===== config.mk =====
export PLATFORM = sky130hd
export DESIGN_NAME = traffic_light_ctrl
export DESIGN_NICKNAME = d
export VERILOG_FILES = /design/src/rtl/traffic_pkg.sv /design/src/rtl/phase_timer.sv /design/src/rtl/traffic_light_ctrl.sv
export SDC_FILE = /design/constraint.sdc
export NUM_CORES = 1
export LEC_CHECK = 0
export ABC_AREA = 1
export CAP_MARGIN = 20
export CORE_ASPECT_RATIO = 2
export CORE_MARGIN = 1
export CORE_UTILIZATION = 40
export CTS_BUF_LIST = sky130_fd_sc_hd__clkbuf_16
export DETAILED_ROUTE_END_ITERATION = 10
export PLACE_DENSITY = 0.62
export SYNTH_ARGS = -nofsm -noshare
export SYNTH_HDL_FRONTEND = slang
export SYNTH_HIERARCHICAL = 1
export SYNTH_SLANG_ARGS = --single-unit

===== constraint.sdc =====
create_clock -name clk -period 2.85 [get_ports clk]
set_input_delay 0.57 -clock clk [delete_from_list [all_inputs] [get_ports clk]]
set_output_delay 0.57 -clock clk [all_outputs]
set_load 0.05 [all_outputs]

===== src/rtl/traffic_pkg.sv =====
// Shared types, lamp encodings and phase sequencing for the intersection controller.
package traffic_pkg;

  typedef enum logic [2:0] {
    RED_A     = 3'd0,
    NS_GREEN  = 3'd1,
    NS_YELLOW = 3'd2,
    RED_B     = 3'd3,
    EW_GREEN  = 3'd4,
    EW_YELLOW = 3'd5,
    FLASH     = 3'd6
  } phase_e;

  localparam logic [2:0] LAMP_RED = 3'b100;
  localparam logic [2:0] LAMP_YEL = 3'b010;
  localparam logic [2:0] LAMP_GRN = 3'b001;
  localparam logic [2:0] LAMP_OFF = 3'b000;

  function automatic phase_e next_phase(input phase_e cur);
    phase_e nxt;
    case (cur)
      RED_A:     nxt = NS_GREEN;
      NS_GREEN:  nxt = NS_YELLOW;
      NS_YELLOW: nxt = RED_B;
      RED_B:     nxt = EW_GREEN;
      EW_GREEN:  nxt = EW_YELLOW;
      EW_YELLOW: nxt = RED_A;
      default:   nxt = RED_A;
    endcase
    return nxt;
  endfunction

endpackage


===== src/rtl/phase_timer.sv =====
// Loadable down-counter holding the seconds left in the current phase.
module phase_timer #(
  parameter int W       = 7,
  parameter int RST_VAL = 1
) (
  input  logic         clk,
  input  logic         rst_n,
  input  logic         load,
  input  logic [W-1:0] load_val,
  input  logic         en,
  output logic [W-1:0] count,
  output logic         last,
  output logic         pre_last
);

  logic [W-1:0] count_r;

  // Load wins over counting; counting stops at zero.
  always_ff @(posedge clk or negedge rst_n) begin
    if (!rst_n) begin
      count_r <= W'(RST_VAL);
    end else if (load) begin
      count_r <= load_val;
    end else if (en && (count_r != {W{1'b0}})) begin
      count_r <= count_r - W'(1);
    end else begin
      count_r <= count_r;
    end
  end

  assign count    = count_r;
  assign last     = (count_r == {W{1'b0}});
  assign pre_last = (count_r == W'(1));

endmodule


===== src/rtl/traffic_light_ctrl.sv =====
// Two-road intersection sequencer with pedestrian walk insertion and flashing-yellow maintenance mode.
module traffic_light_ctrl
  import traffic_pkg::*;
#(
  parameter int pGREEN_NS  = 25,
  parameter int pGREEN_EW  = 20,
  parameter int pYELLOW    = 3,
  parameter int pALL_RED   = 2,
  parameter int pPED_SHORT = 5,
  parameter int pPED_WALK  = 8,
  parameter int pMAX_VAL   = 99
) (
  input  logic                            clk,
  input  logic                            rst_n,
  input  logic                            tick,
  input  logic                            ped_req,
  input  logic                            flash_mode,
  output logic [2:0]                      ns_light,
  output logic [2:0]                      ew_light,
  output logic                            ped_walk,
  output logic [$clog2(pMAX_VAL+1)-1:0]   remaining,
  output logic [2:0]                      phase
);

  localparam int W = $clog2(pMAX_VAL + 1);

  if ((pGREEN_NS < 1) || (pGREEN_NS > pMAX_VAL) || (pGREEN_EW < 1) || (pGREEN_EW > pMAX_VAL) ||
      (pYELLOW < 1) || (pYELLOW > pMAX_VAL) || (pALL_RED < 1) || (pALL_RED > pMAX_VAL) ||
      (pPED_SHORT < 1) || (pPED_SHORT > pMAX_VAL) || (pPED_WALK < 1) || (pPED_WALK > pMAX_VAL) ||
      (pPED_SHORT > pGREEN_NS) || (pPED_SHORT > pGREEN_EW)) begin : g_param_err
    $fatal(1, "traffic_light_ctrl: illegal duration parameters");
  end

  function automatic logic [W-1:0] load_for(input phase_e p);
    logic [W-1:0] v;
    case (p)
      NS_GREEN:             v = W'(pGREEN_NS - 1);
      EW_GREEN:             v = W'(pGREEN_EW - 1);
      NS_YELLOW, EW_YELLOW: v = W'(pYELLOW - 1);
      default:              v = W'(pALL_RED - 1);
    endcase
    return v;
  endfunction

  phase_e       state_r, state_n;
  logic         ped_pending_r, ped_pending_n;
  logic         blink_r, blink_n;
  logic         walk_n;
  logic         pend_eff_s;
  logic         timer_load_s;
  logic [W-1:0] timer_val_s, timer_cnt_s;
  logic         timer_last_s;
  logic         unused_pre_last_s;
  logic [2:0]   ns_n_s, ew_n_s;
  logic [W-1:0] rem_n_s;
  logic [2:0]   ns_light_r, ew_light_r;
  logic         ped_walk_r;
  logic [W-1:0] remaining_r;

  phase_timer #(.W(W), .RST_VAL(pALL_RED - 1)) u_timer (
    .clk      (clk),
    .rst_n    (rst_n),
    .load     (timer_load_s),
    .load_val (timer_val_s),
    .en       (tick),
    .count    (timer_cnt_s),
    .last     (timer_last_s),
    .pre_last (unused_pre_last_s)
  );

  // Next phase, timer reload, pedestrian latch and blink; a request is honoured on the edge it arrives.
  always_comb begin
    state_n       = state_r;
    ped_pending_n = ped_pending_r;
    blink_n       = blink_r;
    walk_n        = ped_walk_r;
    timer_load_s  = 1'b0;
    timer_val_s   = timer_cnt_s;
    pend_eff_s    = ped_pending_r | ped_req;
    if (flash_mode) begin
      if (state_r != FLASH) begin
        state_n       = FLASH;
        ped_pending_n = 1'b0;
        walk_n        = 1'b0;
        blink_n       = 1'b0;
      end else if (tick) begin
        blink_n = ~blink_r;
      end else begin
        blink_n = blink_r;
      end
    end else if (state_r == FLASH) begin
      state_n      = RED_A;
      timer_load_s = 1'b1;
      timer_val_s  = load_for(RED_A);
      walk_n       = 1'b0;
      blink_n      = 1'b0;
    end else if (tick && timer_last_s) begin
      state_n      = next_phase(state_r);
      timer_load_s = 1'b1;
      if (((state_n == RED_A) || (state_n == RED_B)) && pend_eff_s) begin
        timer_val_s   = W'(pPED_WALK - 1);
        walk_n        = 1'b1;
        ped_pending_n = 1'b0;
      end else begin
        timer_val_s   = load_for(state_n);
        walk_n        = 1'b0;
        ped_pending_n = pend_eff_s;
      end
    end else begin
      ped_pending_n = pend_eff_s;
      if (((state_r == NS_GREEN) || (state_r == EW_GREEN)) && pend_eff_s &&
          (timer_cnt_s > W'(pPED_SHORT - 1))) begin
        timer_load_s = 1'b1;
        timer_val_s  = W'(pPED_SHORT - 1);
      end else begin
        timer_load_s = 1'b0;
      end
    end
  end

  // Lamp and remaining-seconds values as they will stand after this edge.
  always_comb begin
    ns_n_s  = LAMP_RED;
    ew_n_s  = LAMP_RED;
    rem_n_s = timer_cnt_s + W'(1);
    case (state_n)
      NS_GREEN:  ns_n_s = LAMP_GRN;
      NS_YELLOW: ns_n_s = LAMP_YEL;
      EW_GREEN:  ew_n_s = LAMP_GRN;
      EW_YELLOW: ew_n_s = LAMP_YEL;
      FLASH: begin
        ns_n_s = blink_n ? LAMP_YEL : LAMP_OFF;
        ew_n_s = blink_n ? LAMP_YEL : LAMP_OFF;
      end
      default: begin
        ns_n_s = LAMP_RED;
        ew_n_s = LAMP_RED;
      end
    endcase
    if (state_n == FLASH) begin
      rem_n_s = {W{1'b0}};
    end else if (timer_load_s) begin
      rem_n_s = timer_val_s + W'(1);
    end else if (tick && !timer_last_s) begin
      rem_n_s = timer_cnt_s;
    end else begin
      rem_n_s = timer_cnt_s + W'(1);
    end
  end

  // Sequencer state.
  always_ff @(posedge clk or negedge rst_n) begin
    if (!rst_n) begin
      state_r       <= RED_A;
      ped_pending_r <= 1'b0;
      blink_r       <= 1'b0;
    end else begin
      state_r       <= state_n;
      ped_pending_r <= ped_pending_n;
      blink_r       <= blink_n;
    end
  end

  // Output registers; reset forces all-red so nothing else lights while held.
  always_ff @(posedge clk or negedge rst_n) begin
    if (!rst_n) begin
      ns_light_r  <= LAMP_RED;
      ew_light_r  <= LAMP_RED;
      ped_walk_r  <= 1'b0;
      remaining_r <= W'(pALL_RED);
    end else begin
      ns_light_r  <= ns_n_s;
      ew_light_r  <= ew_n_s;
      ped_walk_r  <= walk_n;
      remaining_r <= rem_n_s;
    end
  end

  assign ns_light  = ns_light_r;
  assign ew_light  = ew_light_r;
  assign ped_walk  = ped_walk_r;
  assign remaining = remaining_r;
  assign phase     = state_r;

endmodule


After elaboration in Yosys (flattened, before gate mapping). Index checks and enable logic that the tools add are counted.

Input bits: 5. Logic and storage cells: 89. Output and inout port bits: 17. Register bits: 26.

Equal/unequal tests: 18. Add/subtract/negate cells: 3. $lt $le $gt $ge: 1. Mux-type cells: 39. Bitwise logic cells: 2. Reductions and logical operators: 18.

Operator list (count): $mux W7 (9); $eq A3 B3 Y1 const B (7); $mux W3 (7); $pmux W3 S3 (2); $mux W1 (17); $eq A3 B2 Y1 const B (5); $pmux W3 S5 (1); $pmux W5 S3 (1); $add A7 B1 Y7 const B (2); $eq A3 B1 Y1 const B (3); $gt A7 B3 Y1 const B (1); $logic_not A7 Y1 (1); $reduce_bool A7 Y1 (1); $sub A7 B1 Y7 const B (1); $logic_and A1 B1 Y1 (6); $logic_not A3 Y1 (2); $mux W5 (1); $reduce_and A2 Y1 (2); $ne A3 B3 Y1 const B (1); $reduce_bool A3 Y1 (1); $logic_or A1 B1 Y1 (2); $mux W2 (1); $ne A2 B1 Y1 const B (1); $ne A2 B2 Y1 const B (1); 5 further kinds (5).

Logic depth before layout (Yosys ltp).
Word-level depth: 15. Gate-level depth with buffers: 19. Mapped depth without buffers: 19.

Hierarchy. The synthesis kept the hierarchy.

By module, submodules not included: traffic_light_ctrl (area an instance 1262.5 um^2, times used 1, cells each 178, sequential area each 479.2 um^2); phase_timer (area an instance 615.6 um^2, times used 1, cells each 76, sequential area each 176.4 um^2).

Worst setup path after synthesis. Ideal clock, no wire load.

Path kind: reg2reg. Start: register u_timer.count_r[0] (netlist: u_timer/count[0]). End: register remaining_r[2] (netlist: remaining[2]). Clock period less this slack: 2.290 ns. Setup time: 0.077 ns. Path slack: 0.560 ns. Path buffers: 0. Required time: 2.773 ns. Cell stages (with the launch flop): 20. Arrival: 2.213 ns. Path through: dfstp_2 -> inv_1 -> ha_1 -> inv_1 -> nor2_4 -> nand2_4 -> inv_1 -> nand2_2 -> inv_2 -> nand2_1 -> nand2_2 -> nand2_1 -> nand2_1 -> nand2_1 -> inv_1 -> ha_1 -> xor2_1 -> nand2_1 -> nand2_1 -> a21oi_1.

Elaborated cells on any way between the ends: 23. Those cells by class: add/sub: 2; order compare: 1; eq/ne: 1; mux: 14; reduce/logical: 5.

RTL lines: from (decl) (RTL line phase_timer.sv:16) `logic [W-1:0] count_r;`; from (signal assigned) (RTL line phase_timer.sv:21) `count_r <= W'(RST_VAL);`; from (signal assigned) (RTL line phase_timer.sv:23) `count_r <= load_val;`; from (signal assigned) (RTL line phase_timer.sv:25) `count_r <= count_r - W'(1);`; $logic_not A7 Y1 (RTL line phase_timer.sv:32) `assign last = (count_r == {W{1'b0}});`; named net timer_last_s (RTL line traffic_light_ctrl.sv:52) `logic timer_last_s;`; $logic_and A1 B1 Y1 (RTL line traffic_light_ctrl.sv:97) `end else if (tick && timer_last_s) begin`; $mux W7 (RTL line traffic_light_ctrl.sv:97); $mux W7 (RTL line traffic_light_ctrl.sv:91) `end else if (state_r == FLASH) begin`; $mux W7 (RTL line traffic_light_ctrl.sv:80) `if (flash_mode) begin`; named net timer_val_s[0] (RTL line traffic_light_ctrl.sv:51) `logic [W-1:0] timer_val_s, timer_cnt_s;`; $add A7 B1 Y7 (RTL line traffic_light_ctrl.sv:143) `rem_n_s = timer_val_s + W'(1);`; $mux W7 (RTL line traffic_light_ctrl.sv:142) `end else if (timer_load_s) begin`; $mux W7 (RTL line traffic_light_ctrl.sv:140) `if (state_n == FLASH) begin`; named net rem_n_s[2] (RTL line traffic_light_ctrl.sv:55) `logic [W-1:0] rem_n_s;`; to (signal assigned) (RTL line traffic_light_ctrl.sv:170) `remaining_r <= W'(pALL_RED);`; to (signal assigned) (RTL line traffic_light_ctrl.sv:175) `remaining_r <= rem_n_s;`; to (decl) (RTL line traffic_light_ctrl.sv:58) `logic [W-1:0] remaining_r;`.

The timed path passes the listed nets, and every way through them passes these cells. A chain may end at the register's enable or synchronous reset.

Worst setup path in the final report. Ends and elaborated chain as after synthesis.

==> key figures <==
Clock network
  – Clock buffer count from CTS: 3
  – Postcts setup bufs: 0
  – # clock sinks: 26
  – Worst-path clk slew: 0.07 ns
  – Hold buffer count at cts: 0
  – Post_cts resized: 0
  – TritonCTS clock tree: built
  – Clock Latency Late Sink: 0.26 ns
  – Root buf cell: clkbuf_16
  – CTS H-Tree Depth: 1
  – Max Root-Sink Buffers: 2

STA
  – RSZ-0062 raised after global routing: no
  – Worst rel slew slack: 66.3%
  – Max frequency: 0.403 GHz
  – Setup_tns: 0 ns
  – Least-Margin Pin Slew: 0.504 ns
  – Worst Skew: 0.00263 ns
  – Final Max Slew Viols: 0
  – Final setup fails: 0
  – Final hold vios: 0
  – WHS: 0.490 ns
  – Final min period: 2.48 ns
  – Post-route clock period utilization: 87.0%

Power
  – Power Density: 1040 nW/µm²
  – VDD IR-drop max: 0.618 mV
  – Switch share: 47.3%
  – Cell Int Power: 1240 µW
  – Clock group share of total power: 17.6%
  – Comb pwr share: 56.7%
  – P_sw: 1110 µW
  – Sequential power share: 25.7%
  – Leak: 0.00113 µW

Critical path
  – Reg2Reg Depth: 19
  – Critical Path RT: 3.04 ns
  – Worst path top cell family by delay: simple AND/OR/NAND/NOR gates
  – Crit-path cells: inv_1, ha_1, inv_1, nor2_4, nand2_4, inv_1, nand2_2, inv_2, nand2_1, nand2_2, nand2_1, nand2_1, nand2_1, inv_1, ha_1, xor2_1, nand2_1, nand2_1, a21oi_1
  – Max FO, Critical Path: 9
  – Critical path buffers and inverters: 5
  – Slowest CP cell: dfstp_2
  – Startpoint Class: register
  – Crit-path most repeated cell: nand2_1
  – Kind of critical path: reg -> reg
  – Arr. time, crit path: 2.67 ns
  – Crit path depth: 19
  – CP endpoint kind: register
  – CP peak stage delay: 0.56 ns

Worst hold path
  – Hold Path Depth: 1
  – Hold WC Path Type: reg -> reg

Die
  – Die area: 4940 µm²
  – IO Pins: 22
  – Die Wd: 50.2 µm
  – Row Count: 34
  – CORE AREA: 4380 µm²
  – Starting Density: 42.4%
  – Die height: 98.4 µm

Placed design
  – DP Wirelength: 3.58 mm
  – Post-placement cell count: 329
  – RePlAce Congestion: 0.873
  – I/O Buffers: 21

Global route
  – GRT overflow: 0
  – Total GRT Usage: 20.6%
  – Antenna violations before repair: 0
  – GRT busiest layer: met2
  – Routing usage on met1: 19.7%
  – Largest net degree at the start of global routing: 27
  – GR Layer Usage met3: 1.40%
  – Met2 usage: 40.1%
  – First-pass GRT wire length: 7.58 mm
  – Vias in the first global route: 1,626

Status
  – Status: completed

Finish
  – Commonest non-fill, non-tap cell in the layout: nand2_1
  – Nets: 290
  – Share of cells above drive strength 1: 18.6%
  – Synthesis-to-finish area growth: 21.4%
  – Most frequent cells in the layout: nand2_1 (65), inv_1 (33), nor2_1 (23), nand3_1 (22), dfrtp_1 (22)
  – ANT cells: 0
  – Filler cells: 438
  – Fin cells: 333
  – Final Core Density: 51.5%

Routing
  – DR DRC count: 0
  – Detailed-route via count: 1,653
  – Via density: 4.96
  – Routed WL per cell: 13.7 µm
  – WL final: 4.56 mm
  – DR iter-0 viols: 22
  – 1st-pass router iterations: 4
  – Antenna-violating nets left: 0

Yosys
  – Syn Nets: 261
  – Syn Inst Count: 251
  – Mapped Avg Cell Area: 7.40 µm²
  – Mapped cell area: 1860 µm²
  – Ys Warns: 6

Flow run
  – Max-Cap Viols: 0
==> worst paths after layout <==
kind	startpoint	to	slack [ns]
worst max-delay path	u_timer/count[0]	remaining[2]	0.37
worst min-delay path	ped_pending_r	ped_pending_r	0.49
worst max register to register	u_timer/count[0]	remaining[2]	0.37
worst min register to register	ped_pending_r	ped_pending_r	0.49
max in group asynchronous	rst_n	ns_light[2]	1.87
min in group asynchronous	rst_n	remaining[0]	0.68
==> power by group through the flow <==
stage / registers (µW) / clock network [µW] / logic, µW
after CTS: 604 / 425 / 1330
after detailed placement: 611 / 0 / 1330
after floorplan: 790 / 0 / 802
after global placement: 609 / 0 / 1320
final: 602 / 414 / 1330
after global routing: 620 / 434 / 1470
==> area by class of cell <==
| type | instances | area (µm²) | share of cell area [%] |
|---|---|---|---|
| inverters | 39 | 160 | 7.10 |
| repair buffers | 27 | 255 | 11.3 |
| multi-input cells | 183 | 1010 | 44.9 |
| well taps | 54 | 67.6 | 3.00 |
| clock inverters | 1 | 30.0 | 1.33 |
| flip-flops and latches | 26 | 656 | 29.1 |
| clock buffers | 3 | 75.1 | 3.33 |
==> per-stage QoR <==
| step | area, µm² | power [µW] | setup slack [ns] |
|---|---|---|---|
| global route | 2260 | 2520 | 0.163 |
| finish | 2260 | 2350 | 0.369 |
| floorplan | 1860 | 1590 | 0.576 |
| global placement | 2150 | 1930 | 0.396 |
| CTS | 2260 | 2360 | 0.366 |
| detailed placement | 2150 | 1940 | 0.390 |
==> flip-flops by register name, indices dropped and copies added, names as in the netlist <==
name	count
ped_pending_r	1
ew_light	3
u_timer/count	7
blink_r	1
phase	3
remaining	7
ped_walk	1
ns_light	3
==> worst reg2reg max path, cell delays in order, from the launching register on <==
cell and delay, ns:
dfstp_2 0.56, inv_1 0.11, ha_1 0.21, inv_1 0.08
nor2_4 0.05, nand2_4 0.08, inv_1 0.07, nand2_2 0.16
inv_2 0.10, nand2_1 0.09, nand2_2 0.06, nand2_1 0.06
nand2_1 0.05, nand2_1 0.09, inv_1 0.07, ha_1 0.20
xor2_1 0.15, nand2_1 0.06, nand2_1 0.04, a21oi_1 0.11
==> layer usage <==
metal | wire, µm | vias to the layer above
met2 | 2680 | 39
li1 | - | 845
met3 | 80 | 14
met5 | 0 | -
met4 | 208 | 0
met1 | 1590 | 755
No activity file was read; power rests on OpenSTA's default activity.
